==> src/rtl/ist_dispatch.sv <==
// rtl/ist_dispatch.sv - Ray/triangle-range sequencer that feeds the ist intersection unit
//
// Purpose: accepts one ray plus a contiguous triangle index range, fetches each
// triangle word from the triangle buffer, issues it to ist, and narrows the
// active tmax after every accepted hit. When the range is exhausted it pulses
// hit_valid with the closest hit (t, u, v, triangle index).
//
// Ports:
//   clk, reset                  clock, asynchronous active-high reset
//   ray_valid / ray_ready       ray handshake (ready only while idle)
//   origin_*, dir_*, tmax       ray fields, sampled on accept
//   tri_first, tri_count        triangle range (count may be zero)
//   tri_req / tri_addr          one-cycle read request, address held until tri_rvalid
//   tri_rvalid / tri_rdata      read response (384-bit triangle word)
//   ist_valid, ist_*            start pulse and registered operands to ist
//   ist_done, ist_intersected,
//   ist_t, ist_u, ist_v         ist completion and results
//   hit_valid, hit, hit_t,
//   hit_u, hit_v, hit_index     closest-hit report
//   busy                        high whenever a ray is in flight
//
// Build option: IST_DISPATCH_PREFETCH_EN adds a second triangle buffer and
// fetches triangle idx+1 while ist is working on triangle idx.

module ist_dispatch #(
  parameter int IDX_W = 16
) (
  input  logic             clk,
  input  logic             reset,
  input  logic             ray_valid,
  output logic             ray_ready,
  input  logic [31:0]      origin_x,
  input  logic [31:0]      origin_y,
  input  logic [31:0]      origin_z,
  input  logic [31:0]      dir_x,
  input  logic [31:0]      dir_y,
  input  logic [31:0]      dir_z,
  input  logic [31:0]      tmax,
  input  logic [IDX_W-1:0] tri_first,
  input  logic [IDX_W:0]   tri_count,
  output logic             tri_req,
  output logic [IDX_W-1:0] tri_addr,
  input  logic             tri_rvalid,
  input  logic [383:0]     tri_rdata,
  output logic             ist_valid,
  output logic [31:0]      ist_origin_x,
  output logic [31:0]      ist_origin_y,
  output logic [31:0]      ist_origin_z,
  output logic [31:0]      ist_dir_x,
  output logic [31:0]      ist_dir_y,
  output logic [31:0]      ist_dir_z,
  output logic [31:0]      ist_tmax,
  output logic [31:0]      ist_p0_x,
  output logic [31:0]      ist_p0_y,
  output logic [31:0]      ist_p0_z,
  output logic [31:0]      ist_e1_x,
  output logic [31:0]      ist_e1_y,
  output logic [31:0]      ist_e1_z,
  output logic [31:0]      ist_e2_x,
  output logic [31:0]      ist_e2_y,
  output logic [31:0]      ist_e2_z,
  output logic [31:0]      ist_n_x,
  output logic [31:0]      ist_n_y,
  output logic [31:0]      ist_n_z,
  input  logic             ist_done,
  input  logic             ist_intersected,
  input  logic [31:0]      ist_t,
  input  logic [31:0]      ist_u,
  input  logic [31:0]      ist_v,
  output logic             hit_valid,
  output logic             hit,
  output logic [31:0]      hit_t,
  output logic [31:0]      hit_u,
  output logic [31:0]      hit_v,
  output logic [IDX_W-1:0] hit_index,
  output logic             busy
);

  typedef enum logic [2:0] {
    S_IDLE, S_FETCH, S_WAIT_MEM, S_ISSUE, S_WAIT_IST, S_DONE
  } state_t;

  localparam logic [IDX_W-1:0] IDX_ONE = {{(IDX_W-1){1'b0}}, 1'b1};
  localparam logic [IDX_W:0]   REM_ONE = {{IDX_W{1'b0}}, 1'b1};

  state_t           state;
  logic [IDX_W-1:0] idx;
  logic [IDX_W:0]   remaining;
  // Operand buffer for the triangle currently owned by ist; it only changes
  // outside the ist_valid..ist_done window.
  logic [383:0]     tri_buf;
`ifdef IST_DISPATCH_PREFETCH_EN
  logic [383:0]     pf_buf;
  logic             pf_have;  // prefetched word parked in pf_buf
  logic             pf_pend;  // prefetch read outstanding
`endif

  assign ist_p0_x = tri_buf[31:0];
  assign ist_p0_y = tri_buf[63:32];
  assign ist_p0_z = tri_buf[95:64];
  assign ist_e1_x = tri_buf[127:96];
  assign ist_e1_y = tri_buf[159:128];
  assign ist_e1_z = tri_buf[191:160];
  assign ist_e2_x = tri_buf[223:192];
  assign ist_e2_y = tri_buf[255:224];
  assign ist_e2_z = tri_buf[287:256];
  assign ist_n_x  = tri_buf[319:288];
  assign ist_n_y  = tri_buf[351:320];
  assign ist_n_z  = tri_buf[383:352];

  // ist_tmax doubles as the running cur_tmax: ist rejects t >= tmax, so every
  // reported hit is strictly closer than the previous one and the first-issued
  // triangle wins among equal t without any float compare here.
  always_ff @(posedge clk or posedge reset) begin
    if (reset) begin
      state        <= S_IDLE;
      ray_ready    <= 1'b1;
      busy         <= 1'b0;
      idx          <= '0;
      remaining    <= '0;
      tri_buf      <= '0;
      tri_req      <= 1'b0;
      tri_addr     <= '0;
      ist_valid    <= 1'b0;
      ist_origin_x <= '0;
      ist_origin_y <= '0;
      ist_origin_z <= '0;
      ist_dir_x    <= '0;
      ist_dir_y    <= '0;
      ist_dir_z    <= '0;
      ist_tmax     <= '0;
      hit_valid    <= 1'b0;
      hit          <= 1'b0;
      hit_t        <= '0;
      hit_u        <= '0;
      hit_v        <= '0;
      hit_index    <= '0;
`ifdef IST_DISPATCH_PREFETCH_EN
      pf_buf       <= '0;
      pf_have      <= 1'b0;
      pf_pend      <= 1'b0;
`endif
    end else begin
      tri_req   <= 1'b0;
      ist_valid <= 1'b0;
      hit_valid <= 1'b0;
      case (state)
        S_IDLE: begin
          if (ray_valid) begin
            ist_origin_x <= origin_x;
            ist_origin_y <= origin_y;
            ist_origin_z <= origin_z;
            ist_dir_x    <= dir_x;
            ist_dir_y    <= dir_y;
            ist_dir_z    <= dir_z;
            ist_tmax     <= tmax;
            idx          <= tri_first;
            remaining    <= tri_count;
            hit          <= 1'b0;
            hit_t        <= tmax;
            hit_u        <= '0;
            hit_v        <= '0;
            hit_index    <= '0;
            ray_ready    <= 1'b0;
            busy         <= 1'b1;
            if (tri_count == '0) begin
              state     <= S_DONE;
              hit_valid <= 1'b1;
            end else begin
              state    <= S_FETCH;
              tri_req  <= 1'b1;
              tri_addr <= tri_first;
            end
          end
        end
        S_FETCH: state <= S_WAIT_MEM;
        S_WAIT_MEM: begin
          if (tri_rvalid) begin
            tri_buf   <= tri_rdata;
            ist_valid <= 1'b1;
            state     <= S_ISSUE;
`ifdef IST_DISPATCH_PREFETCH_EN
            pf_pend   <= 1'b0;
`endif
          end
        end
        S_ISSUE: begin
          state <= S_WAIT_IST;
`ifdef IST_DISPATCH_PREFETCH_EN
          // Fetch the next triangle while ist runs; none after the last one.
          if (remaining > REM_ONE) begin
            tri_req  <= 1'b1;
            tri_addr <= idx + IDX_ONE;
            pf_pend  <= 1'b1;
          end
`endif
        end
        S_WAIT_IST: begin
`ifdef IST_DISPATCH_PREFETCH_EN
          if (pf_pend && tri_rvalid && !ist_done) begin
            pf_buf  <= tri_rdata;
            pf_have <= 1'b1;
            pf_pend <= 1'b0;
          end
`endif
          if (ist_done) begin
            if (ist_intersected) begin
              hit       <= 1'b1;
              hit_t     <= ist_t;
              hit_u     <= ist_u;
              hit_v     <= ist_v;
              hit_index <= idx;
              ist_tmax  <= ist_t;
            end
            idx       <= idx + IDX_ONE;
            remaining <= remaining - REM_ONE;
            if (remaining == REM_ONE) begin
              state     <= S_DONE;
              hit_valid <= 1'b1;
            end else begin
`ifdef IST_DISPATCH_PREFETCH_EN
              if (pf_have) begin
                tri_buf   <= pf_buf;
                pf_have   <= 1'b0;
                ist_valid <= 1'b1;
                state     <= S_ISSUE;
              end else if (pf_pend && tri_rvalid) begin
                // Prefetch data lands in the same cycle as ist_done.
                tri_buf   <= tri_rdata;
                pf_pend   <= 1'b0;
                ist_valid <= 1'b1;
                state     <= S_ISSUE;
              end else if (pf_pend) begin
                // Read already outstanding at tri_addr; just wait for it.
                state <= S_WAIT_MEM;
              end else begin
                state    <= S_FETCH;
                tri_req  <= 1'b1;
                tri_addr <= idx + IDX_ONE;
              end
`else
              state    <= S_FETCH;
              tri_req  <= 1'b1;
              tri_addr <= idx + IDX_ONE;
`endif
            end
          end
        end
        S_DONE: begin
          state     <= S_IDLE;
          ray_ready <= 1'b1;
          busy      <= 1'b0;
        end
        default: state <= S_IDLE;
      endcase
    end
  end

endmodule
==> config.mk <==
export PLATFORM = sky130hd
export DESIGN_NAME = ist_dispatch
export DESIGN_NICKNAME = d
export VERILOG_FILES = /design/src/rtl/ist_dispatch.sv
export SDC_FILE = /design/constraint.sdc
export NUM_CORES = 1
export LEC_CHECK = 0
export ABC_AREA = 1
export CORE_AREA = 3 3 585 587
export DETAILED_ROUTE_END_ITERATION = 16
export DIE_AREA = 0 0 588 590
export PLACE_DENSITY = 0.37
export SYNTH_ARGS = -nofsm -noshare
export SYNTH_HDL_FRONTEND = slang
export SYNTH_SLANG_ARGS = --single-unit
==> constraint.sdc <==
create_clock -name clk -period 26.3 [get_ports clk]
set_input_delay 2.63 -clock clk [delete_from_list [all_inputs] [get_ports clk]]
set_output_delay 2.63 -clock clk [all_outputs]
set_load 0.01 [all_outputs]
==> impl_metrics.toml, run 1 <==
[status]
outcome = "finished, final reports clean"

[worst_setup_path]
crit_path_max_incr_delay_ps = 850
crit_type = "input pin to async pin"
cp.buffers_inverters = 7
path_delay_family = "buffers and inverters"
path_cells = "clkdlybuf4s50_1, inv_8, buf_4, buf_4, buf_4, buf_4, buf_4"
path_common_cell = "buf_4"
arrival_ps = 7430
cp_slowest_cell = "buf_4"
required_ps = 27110
endpoint_kind = "async pin"
critPathLaunchType = "input pin"
path_max_fanout = 82

[clock_tree]
numCtsBuffers = 106
h-tree-depth = 3
cts_hold_buffers = 0
clk_pin_slew_ps = 60
clkLatencyLatePin_ps = 870
post_cts_resize_count = 0
root_buffer = "clkbuf_16"
clockBufferDepth = 4
cts_setup_buffers = 0
cts_sinks = 746
cts_tree = "yes"

[synth]
synth_cells = 3465
synth_top_cell_area_share_pct = 62.8
synth_area_leaders = "dfrtp_1, nand2_1, buf_2, nor2_1, nand3_1"
yosysSeqAreaShare_pct = 62.9
syn_nets = 4211
yosys.area.top_type = "dfrtp_1"
ys_ff_latch = 746
syn_area_mm2 = 0.0297
synth_cell_types = 33
syn_avg_cell_area_um2 = 8.56
yosysWarnings = 0

[routing]
postRouteAntennaNets = 0
avgRoutedWirePerCell_um = 22.7
drt_wl_total_um = 216000
vias = 29500
first_iter_violations = 1789
avgViaCountPerCell = 3.10
route.detailed.drc = 0
dr.pass1.iters = 6

[cells_and_area]
finalNonFillerCells = 9510
fin_util_pct = 15.7
final_common_cell = "nand2_1"
final_cell_area_mm2 = 0.0529
layout-drive-gt1-share_pct = 4.33
regArea_mm2 = 0.0187
regMostFlops = "tri_buf"
nets = 5630
fillers = 38300
most-common-layout-cells = "nand2_1, clkdlybuf4s50_1, dfrtp_1, nor2_1, clkbuf_16"
largest_reg_flops = 384
syn2layout_area_growth_pct = 78.3
multi_input_area_mm2 = 0.00976

[min_path]
hold_class = "flop to flop"

[sta]
fin_worst_skew_ps = 81.8
max_freq_mhz = 151
slew_headroom_pct = 13.4
finalSetupTns_ps = 0
worstMarginPinSlew_ps = 1300
rsz0062_at_grt = "no"
post-route-period-util_pct = 25.2
period_minus_slack_ps = 6620
whs_ps = 466
maxSlewViolCount = 0
setup-violations-final = 0
fin_ws_ps = 19680
hold_viol_final = 0

[power_and_ir_drop]
p_leak_nw = 23.6
power.total_mw = 6.28
power.density_mw_per_mm2 = 119
ir_drop_mv = 0.0650

[floorplan]
die_h_um = 590
die-area_mm2 = 0.347
start_util_pct = 8.81
die_x_um = 588
fp.coreArea_mm2 = 0.337
ios = 1485
rows = 213

[global_routing]
antenna_found_initial = 115
grt_util_all_layers_pct = 12.0
grt_overflow_total = 0
grt_pass1_wl_um = 285000
grt_max_degree = 197
grt_pass1_vias = 30500

[place]
placed_area_mm2 = 0.0494
post-place-ws_ps = 18510
dp_cells = 9291
gp_congestion = 0.923
hpwl_um = 177000
port_buffers = 1484

[run]
max_cap_violations = 0
==> tightest hold or removal path, cell delays in order, from the launching register on <==
cell,delay [ps]
dfrtp_1,340
nand2_1,50
nand2_1,40
==> power by group <==
part / internal [mW] / leakage, nW / switching [mW]
Combinational: 1.23 / 12.5 / 1.54
Clock: 0.861 / 1.69 / 0.605
Sequential: 1.66 / 9.43 / 0.387
Total: 3.75 / 23.6 / 2.53
==> per-layer routing <==
layer	part of all wire [%]	global-route usage [%]	routed length (µm)	vias to the layer above
met3	11	5.40	23400	337
met2	50	21.2	108000	1383
met5	0.17	0	368	-
li1	-	-	-	13500
met4	3.4	3.75	7250	56
met1	36	12.6	77200	14200
==> Yosys cell counts <==
| cell | n |
|---|---|
| nand3_1 | 64 |
| dfrtp_1 | 745 |
| o21bai_1 | 3 |
| nor2_4 | 2 |
| buf_4 | 37 |
| a31oi_1 | 2 |
| o31ai_1 | 33 |
| o21ai_0 | 38 |
| buf_1 | 6 |
| nand4_1 | 8 |
| nand3_2 | 1 |
| xnor2_1 | 2 |
| buf_6 | 3 |
| nand2_2 | 4 |
| nor2_1 | 125 |
| ha_1 | 3 |
| o21ai_1 | 1 |
| nand3b_1 | 3 |
| inv_2 | 4 |
| o211ai_1 | 3 |
| a21oi_1 | 9 |
| a22oi_1 | 1 |
| dfstp_2 | 1 |
| clkbuf_1 | 20 |
| o22ai_1 | 2 |
| or2_2 | 9 |
| inv_1 | 37 |
| nand2_4 | 1 |
| nor3_1 | 1 |
| nor2_2 | 1 |
| xor2_1 | 4 |
| nand2_1 | 2153 |
| buf_2 | 139 |
==> cell type report <==
class                      count  share of cell area (%)
sequential                   746                    35.3
timing repair buffer        1516                    28.6
multi-input combinational   2473                    18.5
tap                         4515                    10.7
clock buffer                 157                    5.77
clock inverter                31                   0.745
inverter                      41                   0.334
antenna                       31                   0.147
==> logic make-up (layout without fill, tap and decap cells) <==
family	after synthesis	in the layout	share of synthesized area, %
other	0	31	0
AND/OR/NAND/NOR	2372	2372	30.6
buffers and inverters	246	1745	4.24
AO/OA/AOI/OAI	92	92	1.91
XOR/XNOR	6	6	0.177
flip-flops	746	746	62.9
adder cells (fa/ha/maj)	3	3	0.127
==> final timing paths <==
path                            slack, ps          start  depth (start not counted)          endpoint
worst max-delay path                19680          reset                          7  ist_origin_y[28]
worst min-delay path                  470  ist_dir_y[11]                          2     ist_dir_y[11]
worst max register to register      22910       state[0]                          9         hit_t[25]
worst min register to register        470  ist_dir_y[11]                          2     ist_dir_y[11]
max in group clk                    21300     tri_rvalid                          6      tri_buf[191]
min in group asynchronous            2320          reset                          2      tri_buf[297]
No activity file was read; power rests on OpenSTA's default activity.
==> run 2, diff against run 1 <==
==> constraint.sdc (replaced) <==
create_clock -name clk -period 6.9 [get_ports clk]
set_input_delay 0.69 -clock clk [delete_from_list [all_inputs] [get_ports clk]]
set_output_delay 0.69 -clock clk [all_outputs]
set_load 0.01 [all_outputs]
==> impl_metrics.toml, run 2 (same netlist as run 1, synthesis figures left out) <==
[global_routing]
grt_max_degree = 179
grt_overflow_total = 0
grt_util_all_layers_pct = 12.6
antenna_found_initial = 131
grt_pass1_wl_um = 299000
grt_pass1_vias = 31100

[clock_tree]
cts_hold_buffers = 0
cts_sinks = 746
h-tree-depth = 3
clkLatencyLatePin_ps = 870
root_buffer = "clkbuf_16"
clockBufferDepth = 4
clk_pin_slew_ps = 60
post_cts_resize_count = 0
cts_setup_buffers = 0
cts_tree = "yes"
numCtsBuffers = 110

[cells_and_area]
most-common-layout-cells = "nand2_1, clkdlybuf4s50_1, dfrtp_1, nor2_1, clkbuf_16"
layout-drive-gt1-share_pct = 4.74
syn2layout_area_growth_pct = 79.4
regMostFlops = "tri_buf"
finalNonFillerCells = 9508
largest_reg_flops = 384
fillers = 38400
fin_util_pct = 15.8
final_common_cell = "nand2_1"
nets = 5639

[floorplan]
die-area_mm2 = 0.347
fp.coreArea_mm2 = 0.337
rows = 213
die_h_um = 590
die_x_um = 588
start_util_pct = 8.81
ios = 1485

[routing]
avgRoutedWirePerCell_um = 23.8
drt_wl_total_um = 227000
first_iter_violations = 1567
postRouteAntennaNets = 0
route.detailed.drc = 0
avgViaCountPerCell = 3.15
dr.pass1.iters = 5
vias = 29900

[sta]
max_freq_mhz = 331
fin_worst_skew_ps = 81.5
period_minus_slack_ps = 3020
hold_viol_final = 0
worstMarginPinSlew_ps = 1440
slew_headroom_pct = 4.09
setup-violations-final = 0
rsz0062_at_grt = "no"
post-route-period-util_pct = 43.8
maxSlewViolCount = 0
finalSetupTns_ps = 0

[worst_setup_path]
critPathLaunchType = "flop"
path_max_fanout = 80
arrival_ps = 3720
endpoint_kind = "flop"
crit_type = "flop to flop"
required_ps = 7600

[power_and_ir_drop]
power.density_mw_per_mm2 = 460
p_leak_nw = 23.8
ir_drop_mv = 0.190

[status]
outcome = "finished, final reports clean"

[min_path]
hold_class = "input pin to flop"

[place]
port_buffers = 1484
gp_congestion = 0.904
dp_cells = 9296
hpwl_um = 186000

[run]
max_cap_violations = 0
run 2: final cells by class:
class	instances	area, µm²	share of cell area (%)
Antenna cell	12	30.0	0.0564
Clock buffer	156	3140	5.89
Clock inverter	44	586	1.10
Inverter	41	173	0.324
Multi-Input combinational cell	2473	9760	18.3
Sequential cell	746	18700	35.1
Tap cell	4515	5650	10.6
Timing Repair Buffer	1521	15200	28.6
run 2: final timing paths:
path / startpoint / end / slack, ps / cells past startpoint
worst max-delay path: state[0] / hit_v[7] / 3880 / 9
worst min-delay path: tri_rdata[89] / tri_buf[89] / 360 / 3
worst max register to register: state[0] / hit_v[7] / 3880 / 9
worst min register to register: ray_ready / ray_ready / 470 / 2
max in group asynchronous: reset / hit_t[24] / 4730 / 4
min in group asynchronous: reset / tri_buf[274] / 370 / 2
run 2: metal layers:
layer,wire length (µm),GRT usage (%),vias to the layer above
li1,-,-,13500
met4,7880,3.62,38
met3,21100,4.97,399
met2,115000,22.9,1443
met5,263,0,-
met1,82200,13.3,14600
run 2: critical path: stages (launching register included):
cell     delay (ps)
dfrtp_1         460
nor2_4          210
nand2_4         140
inv_2            80
nand2_1         120
nand3_4         100
buf_4           640
buf_4           720
nand2_1         100
nand2_1         110
run 2: power breakdown:
| group | internal (mW) | switching [mW] | total [mW] |
|---|---|---|---|
| Combinational | 4.69 | 6.07 | 10.8 |
| Sequential | 6.32 | 1.44 | 7.76 |
| Clock | 3.57 | 2.39 | 5.96 |
run 2: stage by stage:
| stage | setup slack [ps] | power [mW] | hold WS [ps] | cell area (µm²) |
|---|---|---|---|---|
| 6_report | 3880 | 24.5 | 361 | 53200 |
| 5_1_grt | 3520 | 26.2 | 284 | 53200 |
| 4_1_cts | 3730 | 25.2 | 226 | 53200 |
| 3_5_place_dp | 3250 | 18.9 | 457 | 49500 |
| 3_3_place_gp | 3220 | 18.9 | 455 | 49500 |
| 2_1_floorplan | -4010 | 11.6 | 464 | 29700 |
